### src/rtl/fp_wb_scheduler_if.sv
// Bundle of issue-side hazard signals and writeback request/grant signals
// shared between the FP writeback scheduler and its environment.
interface fp_wb_scheduler_if;
    logic        issue_valid_i;
    logic [4:0]  issue_frd_i;
    logic [4:0]  issue_freg1_i;
    logic [4:0]  issue_freg2_i;
    logic [4:0]  issue_freg3_i;
    logic [2:0]  issue_src_en_i;
    logic        flush_i;
    logic        stall_o;

    logic [2:0]  req_valid_i;
    logic [14:0] req_frd_i;
    logic [95:0] req_data_i;
    logic [2:0]  req_ready_o;

    logic        fregwrite_o;
    logic [4:0]  frd_o;
    logic [31:0] writeback_data_o;
    logic [31:0] busy_o;

    modport slave (
        input  issue_valid_i, issue_frd_i, issue_freg1_i, issue_freg2_i,
               issue_freg3_i, issue_src_en_i, flush_i,
               req_valid_i, req_frd_i, req_data_i,
        output stall_o, req_ready_o, fregwrite_o, frd_o, writeback_data_o, busy_o
    );

    modport master (
        output issue_valid_i, issue_frd_i, issue_freg1_i, issue_freg2_i,
               issue_freg3_i, issue_src_en_i, flush_i,
               req_valid_i, req_frd_i, req_data_i,
        input  stall_o, req_ready_o, fregwrite_o, frd_o, writeback_data_o, busy_o
    );
endinterface

### src/rtl/fp_wb_scheduler.sv
// FP register-file writeback scheduler: round-robin arbiter over three result
// producers, a one-cycle write port register and a busy-bit hazard scoreboard.
module fp_wb_scheduler (
    input  logic             clk_i,
    input  logic             rst_i,
    fp_wb_scheduler_if.slave bus
);

    logic [1:0]  rr_ptr_q,    rr_ptr_d;
    logic [31:0] busy_q,      busy_d;
    logic        fregwrite_q, fregwrite_d;
    logic [4:0]  frd_q,       frd_d;
    logic [31:0] wb_data_q,   wb_data_d;

    logic [2:0]  grant;
    logic        stall;
    logic        src_hazard;
    logic        waw_hazard;
    logic        issue_fire;
    logic [31:0] clr_mask;
    logic [31:0] set_mask;

    // Rotate so rr_ptr sits at bit 0, take the lowest set bit, rotate back.
    function automatic logic [2:0] rr_pick(input logic [2:0] valid, input logic [1:0] ptr);
        logic [2:0] rot;
        logic [2:0] sel_rot;
        logic [2:0] result;
        case (ptr)
            2'd1:    rot = {valid[0], valid[2], valid[1]};
            2'd2:    rot = {valid[1], valid[0], valid[2]};
            default: rot = valid;
        endcase
        if (rot[0]) begin
            sel_rot = 3'b001;
        end else if (rot[1]) begin
            sel_rot = 3'b010;
        end else if (rot[2]) begin
            sel_rot = 3'b100;
        end else begin
            sel_rot = 3'b000;
        end
        case (ptr)
            2'd1:    result = {sel_rot[1], sel_rot[0], sel_rot[2]};
            2'd2:    result = {sel_rot[0], sel_rot[2], sel_rot[1]};
            default: result = sel_rot;
        endcase
        return result;
    endfunction

    // Grant selection; nothing is granted while reset is held.
    always_comb begin
        grant = 3'b000;
        if (rst_i) begin
            grant = 3'b000;
        end else begin
            grant = rr_pick(bus.req_valid_i, rr_ptr_q);
        end
    end

    // Hazard detection against the registered scoreboard; no bypass from the write port.
    always_comb begin
        src_hazard = (bus.issue_src_en_i[0] & busy_q[bus.issue_freg1_i]) |
                     (bus.issue_src_en_i[1] & busy_q[bus.issue_freg2_i]) |
                     (bus.issue_src_en_i[2] & busy_q[bus.issue_freg3_i]);
        waw_hazard = busy_q[bus.issue_frd_i];
        stall      = 1'b0;
        if (rst_i) begin
            stall = 1'b0;
        end else if (bus.issue_valid_i) begin
            stall = src_hazard | waw_hazard;
        end else begin
            stall = 1'b0;
        end
        issue_fire = bus.issue_valid_i & ~stall & ~bus.flush_i;
    end

    // Write-port mux and round-robin pointer advance.
    always_comb begin
        fregwrite_d = 1'b0;
        frd_d       = frd_q;
        wb_data_d   = wb_data_q;
        rr_ptr_d    = rr_ptr_q;
        case (grant)
            3'b001: begin
                fregwrite_d = 1'b1;
                frd_d       = bus.req_frd_i[4:0];
                wb_data_d   = bus.req_data_i[31:0];
                rr_ptr_d    = 2'd1;
            end
            3'b010: begin
                fregwrite_d = 1'b1;
                frd_d       = bus.req_frd_i[9:5];
                wb_data_d   = bus.req_data_i[63:32];
                rr_ptr_d    = 2'd2;
            end
            3'b100: begin
                fregwrite_d = 1'b1;
                frd_d       = bus.req_frd_i[14:10];
                wb_data_d   = bus.req_data_i[95:64];
                rr_ptr_d    = 2'd0;
            end
            default: begin
                fregwrite_d = 1'b0;
                frd_d       = frd_q;
                wb_data_d   = wb_data_q;
                rr_ptr_d    = rr_ptr_q;
            end
        endcase
    end

    // Scoreboard update: set wins over a same-cycle clear, flush wipes everything.
    always_comb begin
        clr_mask = 32'd0;
        set_mask = 32'd0;
        if (fregwrite_q) begin
            clr_mask = 32'd1 << frd_q;
        end else begin
            clr_mask = 32'd0;
        end
        if (issue_fire) begin
            set_mask = 32'd1 << bus.issue_frd_i;
        end else begin
            set_mask = 32'd0;
        end
        if (bus.flush_i) begin
            busy_d = 32'd0;
        end else begin
            busy_d = (busy_q & ~clr_mask) | set_mask;
        end
    end

    // State register with synchronous reset.
    always_ff @(posedge clk_i) begin
        if (rst_i) begin
            rr_ptr_q    <= 2'd0;
            busy_q      <= 32'd0;
            fregwrite_q <= 1'b0;
            frd_q       <= 5'd0;
            wb_data_q   <= 32'd0;
        end else begin
            rr_ptr_q    <= rr_ptr_d;
            busy_q      <= busy_d;
            fregwrite_q <= fregwrite_d;
            frd_q       <= frd_d;
            wb_data_q   <= wb_data_d;
        end
    end

    assign bus.req_ready_o      = grant;
    assign bus.stall_o          = stall;
    assign bus.fregwrite_o      = fregwrite_q;
    assign bus.frd_o            = frd_q;
    assign bus.writeback_data_o = wb_data_q;
    assign bus.busy_o           = busy_q;

endmodule
### src/flat_wrapper.sv
// flat-port wrapper written by rule: the top's interface ports become plain ports
module fp_wb_scheduler_flat 
  (clk_i, rst_i, bus_issue_valid_i, bus_issue_frd_i, bus_issue_freg1_i, bus_issue_freg2_i, bus_issue_freg3_i, bus_issue_src_en_i, bus_flush_i, bus_req_valid_i, bus_req_frd_i, bus_req_data_i, bus_stall_o, bus_req_ready_o, bus_fregwrite_o, bus_frd_o, bus_writeback_data_o, bus_busy_o);
  fp_wb_scheduler_if bus_i ();
  input  logic clk_i;
  input  logic rst_i;
  input wire logic [$bits(bus_i.issue_valid_i)-1:0] bus_issue_valid_i;
  input wire logic [$bits(bus_i.issue_frd_i)-1:0] bus_issue_frd_i;
  input wire logic [$bits(bus_i.issue_freg1_i)-1:0] bus_issue_freg1_i;
  input wire logic [$bits(bus_i.issue_freg2_i)-1:0] bus_issue_freg2_i;
  input wire logic [$bits(bus_i.issue_freg3_i)-1:0] bus_issue_freg3_i;
  input wire logic [$bits(bus_i.issue_src_en_i)-1:0] bus_issue_src_en_i;
  input wire logic [$bits(bus_i.flush_i)-1:0] bus_flush_i;
  input wire logic [$bits(bus_i.req_valid_i)-1:0] bus_req_valid_i;
  input wire logic [$bits(bus_i.req_frd_i)-1:0] bus_req_frd_i;
  input wire logic [$bits(bus_i.req_data_i)-1:0] bus_req_data_i;
  output wire logic [$bits(bus_i.stall_o)-1:0] bus_stall_o;
  output wire logic [$bits(bus_i.req_ready_o)-1:0] bus_req_ready_o;
  output wire logic [$bits(bus_i.fregwrite_o)-1:0] bus_fregwrite_o;
  output wire logic [$bits(bus_i.frd_o)-1:0] bus_frd_o;
  output wire logic [$bits(bus_i.writeback_data_o)-1:0] bus_writeback_data_o;
  output wire logic [$bits(bus_i.busy_o)-1:0] bus_busy_o;
  assign bus_i.issue_valid_i = bus_issue_valid_i;
  assign bus_i.issue_frd_i = bus_issue_frd_i;
  assign bus_i.issue_freg1_i = bus_issue_freg1_i;
  assign bus_i.issue_freg2_i = bus_issue_freg2_i;
  assign bus_i.issue_freg3_i = bus_issue_freg3_i;
  assign bus_i.issue_src_en_i = bus_issue_src_en_i;
  assign bus_i.flush_i = bus_flush_i;
  assign bus_i.req_valid_i = bus_req_valid_i;
  assign bus_i.req_frd_i = bus_req_frd_i;
  assign bus_i.req_data_i = bus_req_data_i;
  assign bus_stall_o = bus_i.stall_o;
  assign bus_req_ready_o = bus_i.req_ready_o;
  assign bus_fregwrite_o = bus_i.fregwrite_o;
  assign bus_frd_o = bus_i.frd_o;
  assign bus_writeback_data_o = bus_i.writeback_data_o;
  assign bus_busy_o = bus_i.busy_o;
  fp_wb_scheduler u_core (.clk_i(clk_i), .rst_i(rst_i), .bus(bus_i));
endmodule
### config.mk
export PLATFORM = sky130hd
export DESIGN_NAME = fp_wb_scheduler_flat
export DESIGN_NICKNAME = d
export VERILOG_FILES = /design/src/rtl/fp_wb_scheduler_if.sv /design/src/rtl/fp_wb_scheduler.sv /design/src/flat_wrapper.sv
export SDC_FILE = /design/constraint.sdc
export NUM_CORES = 1
export LEC_CHECK = 0
export ABC_AREA = 1
export CAP_MARGIN = 25
export CORE_MARGIN = 2
export CORE_UTILIZATION = 49
export DETAILED_ROUTE_END_ITERATION = 16
export PLACE_DENSITY = 0.86
export SETUP_SLACK_MARGIN = 0.5
export SLEW_MARGIN = 5
export SYNTH_ARGS = -nofsm -noshare
export SYNTH_HDL_FRONTEND = slang
export SYNTH_SLANG_ARGS = --single-unit
### constraint.sdc
create_clock -name clk_i -period 5.1 [get_ports clk_i]
set_clock_uncertainty 0.15 [all_clocks]
set_input_delay 1.275 -clock clk_i [delete_from_list [all_inputs] [get_ports clk_i]]
set_output_delay 1.275 -clock clk_i [all_outputs]
set_load 0.02 [all_outputs]
; ---- Word level (Yosys, flattened, before mapping)
; Cells that the tools add are included.
[word_totals]
elab_cells = 55
output_inout_bits = 74
mem_count = 0
ram_bits = 0
input_bits = 141
mem_bits_ro = 0
reg_bits = 72
latch_bits = 0
[classes]
n_bitwise = 13
shifts = 2
n_eq_ne = 5
n_reduce_logical = 3
magnitude_cmp = 4
n_addsub = 0
div_mod_pow = 0
n_mux = 23
multipliers = 0
[ops]
columns = cell, count
row1 = $pmux 32 s3, 1
row2 = $mux 32, 2
row3 = $shl 1x5->32 const A, 2
row4 = $and 32x32->32, 1
row5 = $not 32->32, 1
row6 = $or 32x32->32, 1
row7 = $lt 5x6->1 const B, 4
row8 = $bmux 1 s5, 4
row9 = $mux 3, 5
row10 = $pmux 5 s3, 1
row11 = $pmux 3 s2, 2
row12 = $mux 1, 7
row13 = $pmux 2 s3, 1
row14 = $and 1x1->1, 5
row15 = $eq 3x1->1 const B, 1
row16 = $eq 3x2->1 const B, 1
row17 = $eq 3x3->1 const B, 1
row18 = $or 1x1->1, 3
row19 = $reduce_bool 3->1, 1
row20 = $reduce_or 3->1, 1
row21 = $eq 2x1->1 const B, 1
row22 = $eq 2x2->1 const B, 1
row23 = $not 1->1, 2
row24 = $reduce_or 2->1, 1

; ---- Depth between registers and ports, before layout
; Gate-level depths: netlist (run 1).
[depth]
depth_word = 13
ltp_mapped = 18
depth_no_buf = 16

; ---- Worst setup path before layout (run 1)
; No wires, ideal clock.
[synth_timing]
kind = input port to output port
from = input port bus_issue_freg1_i[0]
to = output port bus_stall_o
required_time_ns = 3.675
n_path_buf = 3
stages = 16
t_arrival_ns = 2.699
slack_ns = 0.976
path_cell_list = buf_2 > inv_1 > buf_2 > nand2_1 > nand3_1 > nand3_1 > nand2_1 > nand2_1 > nand3_1 > nand3_1 > nand2_1 > inv_1 > nand2_1 > nand2_1 > buf_4 > inv_1
[synth_between]
elab_chain_cells = 8
[synth_rtl]
columns = element, line
row1 = from (decl), flat_wrapper.sv:9  ; input wire logic [$bits(bus_i.issue_freg1_i)-1:0] bus_issue_freg1_i;
row2 = $bmux 1 s5, fp_wb_scheduler.sv:62  ; src_hazard = (bus.issue_src_en_i[0] & busy_q[bus.issue_freg1_i]) |
row3 = $mux 1 (not written as such), fp_wb_scheduler.sv:62
row4 = $and 1x1->1, fp_wb_scheduler.sv:62
row5 = $or 1x1->1, fp_wb_scheduler.sv:62
row6 = $or 1x1->1, fp_wb_scheduler.sv:63  ; (bus.issue_src_en_i[1] & busy_q[bus.issue_freg2_i]) |
row7 = $or 1x1->1, fp_wb_scheduler.sv:70  ; stall = src_hazard | waw_hazard;
row8 = $mux 1, fp_wb_scheduler.sv:69  ; end else if (bus.issue_valid_i) begin
row9 = $mux 1, fp_wb_scheduler.sv:67  ; if (rst_i) begin
row10 = to (decl), flat_wrapper.sv:17  ; output wire logic [$bits(bus_i.stall_o)-1:0] bus_stall_o;
; Every way passes these cells. The select of a mux whose other input is x is not followed.

; ---- Final worst setup path (run 1)
[layout_timing]
from = input port bus_issue_frd_i[1]
to = output port bus_stall_o
[layout_between]
elab_chain_cells = 5
[layout_rtl]
columns = element, line
row1 = from (decl), flat_wrapper.sv:8  ; input wire logic [$bits(bus_i.issue_frd_i)-1:0] bus_issue_frd_i;
row2 = $bmux 1 s5, fp_wb_scheduler.sv:65  ; waw_hazard = busy_q[bus.issue_frd_i];
row3 = $mux 1 (not written as such), fp_wb_scheduler.sv:65
row4 = $or 1x1->1, fp_wb_scheduler.sv:70
row5 = $mux 1, fp_wb_scheduler.sv:69
row6 = $mux 1, fp_wb_scheduler.sv:67
; Every way passes these cells. The select of a mux whose other input is x is not followed.

==> results of run 1 <==
[routing by layer]
| metal | up-vias | GRT usage (%) | share of wire [%] |
|---|---|---|---|
| met2 | 392 | 53.3 | 47 |
| met5 | - | 0 | 0 |
| li1 | 3533 | - | - |
| met1 | 3161 | 37.4 | 39 |
| met3 | 71 | 9.28 | 10 |
| met4 | 0 | 14.0 | 4.1 |
[what timing repair did]
item                                    4_1_cts  5_1_grt
buffers inserted                              0        1
gates cloned                                  2        1
endpoints found under the hold margin         0        0
pin swaps                                     0        0
resized for setup                            14        9
endpoints found under the setup margin        4        1
[flip-flops by register name, indices dropped and copies added, names as in the netlist]
register	flops
u_core.bus.writeback_data_o	32
u_core.rr_ptr_q	2
u_core.bus.frd_o	5
u_core.bus.busy_o	32
u_core.bus.fregwrite_o	1
[synth_stat cells]
library cell    n
buf_2          19
nand2_1       361
nand2_2        10
ha_1            2
a31oi_2         1
o21ai_1         6
inv_1          51
buf_6           9
nor4_1          4
nor3_1          4
or2_2           1
dfxtp_1        72
buf_4           4
nand2_4         3
nor2_8          4
inv_4           1
a21oi_1        43
inv_2           3
nand3_1       156
o21bai_1        1
nor2_2          2
nand4_1        12
nor2_1        101
clkinv_2        2
nand3b_1        1
nand3_2         4
clkbuf_1       24
o21ai_2         3
clkinv_1        3
buf_8           2
o211ai_1        2
o21ai_0        55
a21oi_2         8
[layout make-up]
| type | instances | share of cell area, % |
|---|---|---|
| Timing Repair inverter | 2 | 0.187 |
| Timing Repair Buffer | 236 | 28.8 |
| Tap cell | 140 | 2.18 |
| Clock buffer | 9 | 2.80 |
| Clock inverter | 6 | 0.763 |
| Sequential cell | 72 | 17.9 |
| Multi-Input combinational cell | 784 | 44.3 |
| Inverter | 60 | 3.03 |
[power groups by stage]
| stage | Sequential [mW] | Combinational (mW) | Clock [mW] |
|---|---|---|---|
| floorplan | 0.876 | 1.34 | 0 |
| global placement | 0.770 | 1.90 | 0 |
| detailed placement | 0.775 | 1.92 | 0 |
| CTS | 0.765 | 1.93 | 0.617 |
| global route | 0.779 | 2.15 | 0.643 |
| finish | 0.765 | 1.92 | 0.611 |
[through the flow]
step / setup slack [ns] / power, mW / cell area, µm²
floorplan: 0.976 / 2.22 / 5570
global placement: 0.155 / 2.67 / 7690
detailed placement: 0.145 / 2.69 / 7700
CTS: 0.476 / 3.31 / 8020
global route: 0.506 / 3.58 / 8040
finish: 0.632 / 3.30 / 8040
[cells by family (layout without fill, tap and decap cells)]
| group | after synthesis | in the layout | synth area share (%) |
|---|---|---|---|
| simple gates | 663 | 663 | 51.6 |
| fa+ha+maj | 2 | 2 | 0.449 |
| compound gates | 119 | 119 | 11.7 |
| flops | 72 | 72 | 25.9 |
| buf+inv | 118 | 313 | 10.4 |
[worst register-to-register path, stage by stage (launching register included)]
cell	delay (ns)
dfxtp_1	0.36
inv_1	0.07
ha_1	0.42
a21oi_2	0.17
o21ai_2	0.09
nand2_2	0.09
nand3_2	0.10
nand2_1	0.09
nand3_2	0.14
nand2_4	0.33
clkinv_2	0.56
nor2_8	0.43
nand2_1	0.09
a21oi_1	0.17
[worst min-delay path by stage]
stage,to,startpoint,slack [ns]
6_report,u_core.rr_ptr_q[1],u_core.rr_ptr_q[1],0.33
2_1_floorplan,u_core.rr_ptr_q[1],u_core.rr_ptr_q[1],0.30
4_1_cts,u_core.rr_ptr_q[1],u_core.rr_ptr_q[1],0.34
5_1_grt,u_core.rr_ptr_q[1],u_core.rr_ptr_q[1],0.37
3_3_place_gp,u_core.rr_ptr_q[0],u_core.rr_ptr_q[0],0.32
3_5_place_dp,u_core.rr_ptr_q[0],u_core.rr_ptr_q[0],0.33
[cell usage in the layout (no fill, tap or decap), types with 2 or more instances in the layout]
cell and instances:
o21ai_0 55, a21oi_2 8, nor2_8 4, clkinv_2 5, clkdlybuf4s50_1 206, clkinv_1 2
nand2_4 3, clkinvlp_4 6, ha_1 2, nor2_1 100, o21ai_1 6, dfxtp_1 72
inv_1 48, buf_6 3, inv_2 3, o21ai_2 3, buf_4 18, nor4_1 4
nand3_1 156, a21oi_1 43, nand2_2 10, nor3_1 4, nand2_1 361, nor2_2 2
nand3_2 4, dlygate4sd2_1 6, clkbuf_16 9, inv_4 2, o211ai_1 2, nand4_1 12
==> flow_metrics.py, run 1 <==
metrics = {
    "setup_path": {
        "crit_top_cell": "nand2_1",
        "crit_arrival_ns": 3.04,
        "path_max_fanout": 10,
        "cp-endpoint": "bus_stall_o",
        "crit_chain": "clkdlybuf4s50_1, nand2_1, clkinvlp_4, nand2_1, nand4_1, nand3_1, nand2_1, nand2_1, nand2_1, nor2_1, nand2_1, nand2_1, inv_1, clkbuf_2",
        "slowest_stage": "clkdlybuf4s50_1",
        "crit_family": "buffers and inverters",
        "criticalPathCategory": "in2out",
        "end_kind": "output pin",
        "crit_cells": 14,
        "r2r_cells": 13,
        "r2r_slack_ns": 1.78,
        "required_ns": 3.67,
        "reg2reg_from": "u_core.rr_ptr_q[0]",
        "critPathLaunch": "bus_issue_frd_i[1]",
        "r2r-end": "u_core.bus.writeback_data_o[5]",
        "critPathLaunchType": "input pin",
        "critPathMaxStageDelay_ns": 0.53,
        "worst-path-buf-inv": 4,
    },
    "synthesis": {
        "yosys.cell_types.count": 33,
        "netlist_area_um2": 5570,
        "yosysTopAreaCellShare_pct": 25.9,
        "synth_largest_area_cell": "dfxtp_1",
        "yosysSeqAreaShare_pct": 25.9,
        "avgSynthCellArea_um2": 5.72,
        "yosysWarnings": 0,
        "syn_inst": 974,
        "synth_nets": 1117,
        "yosys-top-cells-area": "dfxtp_1, nand2_1, nand3_1",
        "ys_ff_latch": 72,
    },
    "power": {
        "ir_worst_vdd_mv": 0.269,
        "powerDensity_nw_per_um2": 410,
        "p_int_mw": 1.76,
        "swShare_pct": 46.5,
        "p_clk_share_pct": 18.5,
        "pwr-share-comb_pct": 58.3,
        "p_sw_mw": 1.53,
        "pwr-share-seq_pct": 23.2,
        "p_leak_nw": 3.33,
    },
    "timing": {
        "rsz0062_at_grt": "false",
        "slew_viol_final": 0,
        "whs_ns": 0.333,
        "setup_viol": 0,
        "finalHoldViolations": 0,
        "fin_tns_setup_ns": 0,
        "worst_slew_pin_slew_ns": 0.695,
        "timing.fmax_ghz": 0.224,
        "relSlewSlack_pct": 53.6,
        "fin_crit_ns": 4.47,
        "min_period_over_period_pct": 87.6,
    },
    "detailed_routing": {
        "drt_wl_total_mm": 19.8,
        "drc": 0,
        "wl_per_cell_um": 15.1,
        "first_pass_iters": 7,
        "vias_per_cell": 5.47,
        "drtAntennaViolNets": 0,
        "drtIter0Drc": 869,
        "vias": 7157,
    },
    "clocking": {
        "cts_buffers": 9,
        "clock_sinks": 72,
        "hold_buffers": 0,
        "cts_tree": "done",
        "root_buffer": "clkbuf_16",
        "clk_latency_ns": 0.33,
        "clock_path_buffers": 2,
        "cts_max_level": 3,
        "path_clk_slew_ns": 0.06,
    },
    "die": {
        "dieHeight_um": 111,
        "die_w_um": 111,
        "start_util_pct": 50.7,
        "core_area_um2": 11000,
        "ios": 215,
        "fp-row-count": 38,
        "die_area_um2": 12200,
    },
    "grt": {
        "grt_usage_pct": 31.7,
        "grt_antenna_before_repair": 0,
        "grt_pass1_vias": 6611,
        "grt_pass1_wl_mm": 32.1,
        "grt_overflow_total": 0,
        "grt_max_degree": 46,
    },
    "cells_and_area": {
        "area_growth_pct": 44.3,
        "diodes": 0,
        "final_cell_count_no_fill": 1309,
        "drive_gt1_share_pct": 7.44,
        "fillerInstances": 945,
        "num-nets-final": 1308,
        "seqCellArea_um2": 1440,
        "utilization_pct": 73.2,
        "multi_input_area_um2": 3560,
    },
    "placed_design": {
        "io_buffers": 214,
        "placedCellCount": 1290,
        "gp_congestion": 1.00,
        "dp_hpwl_mm": 14.5,
    },
    "hold_path": {
        "min_path_cells": 2,
        "min_path_type": "reg2reg",
    },
    "flow_run": {
        "maxCapViolCount": 0,
    },
    "status": {
        "status": "finished, final reports clean",
    },
}
(Power assumes the default switching activity.)
==> run 2: changes to the inputs <==
- GPL_TIMING_DRIVEN: unset -> 1
==> results of run 2 <==
No change in the layout: final DEF, timing and power equal those of run 1.
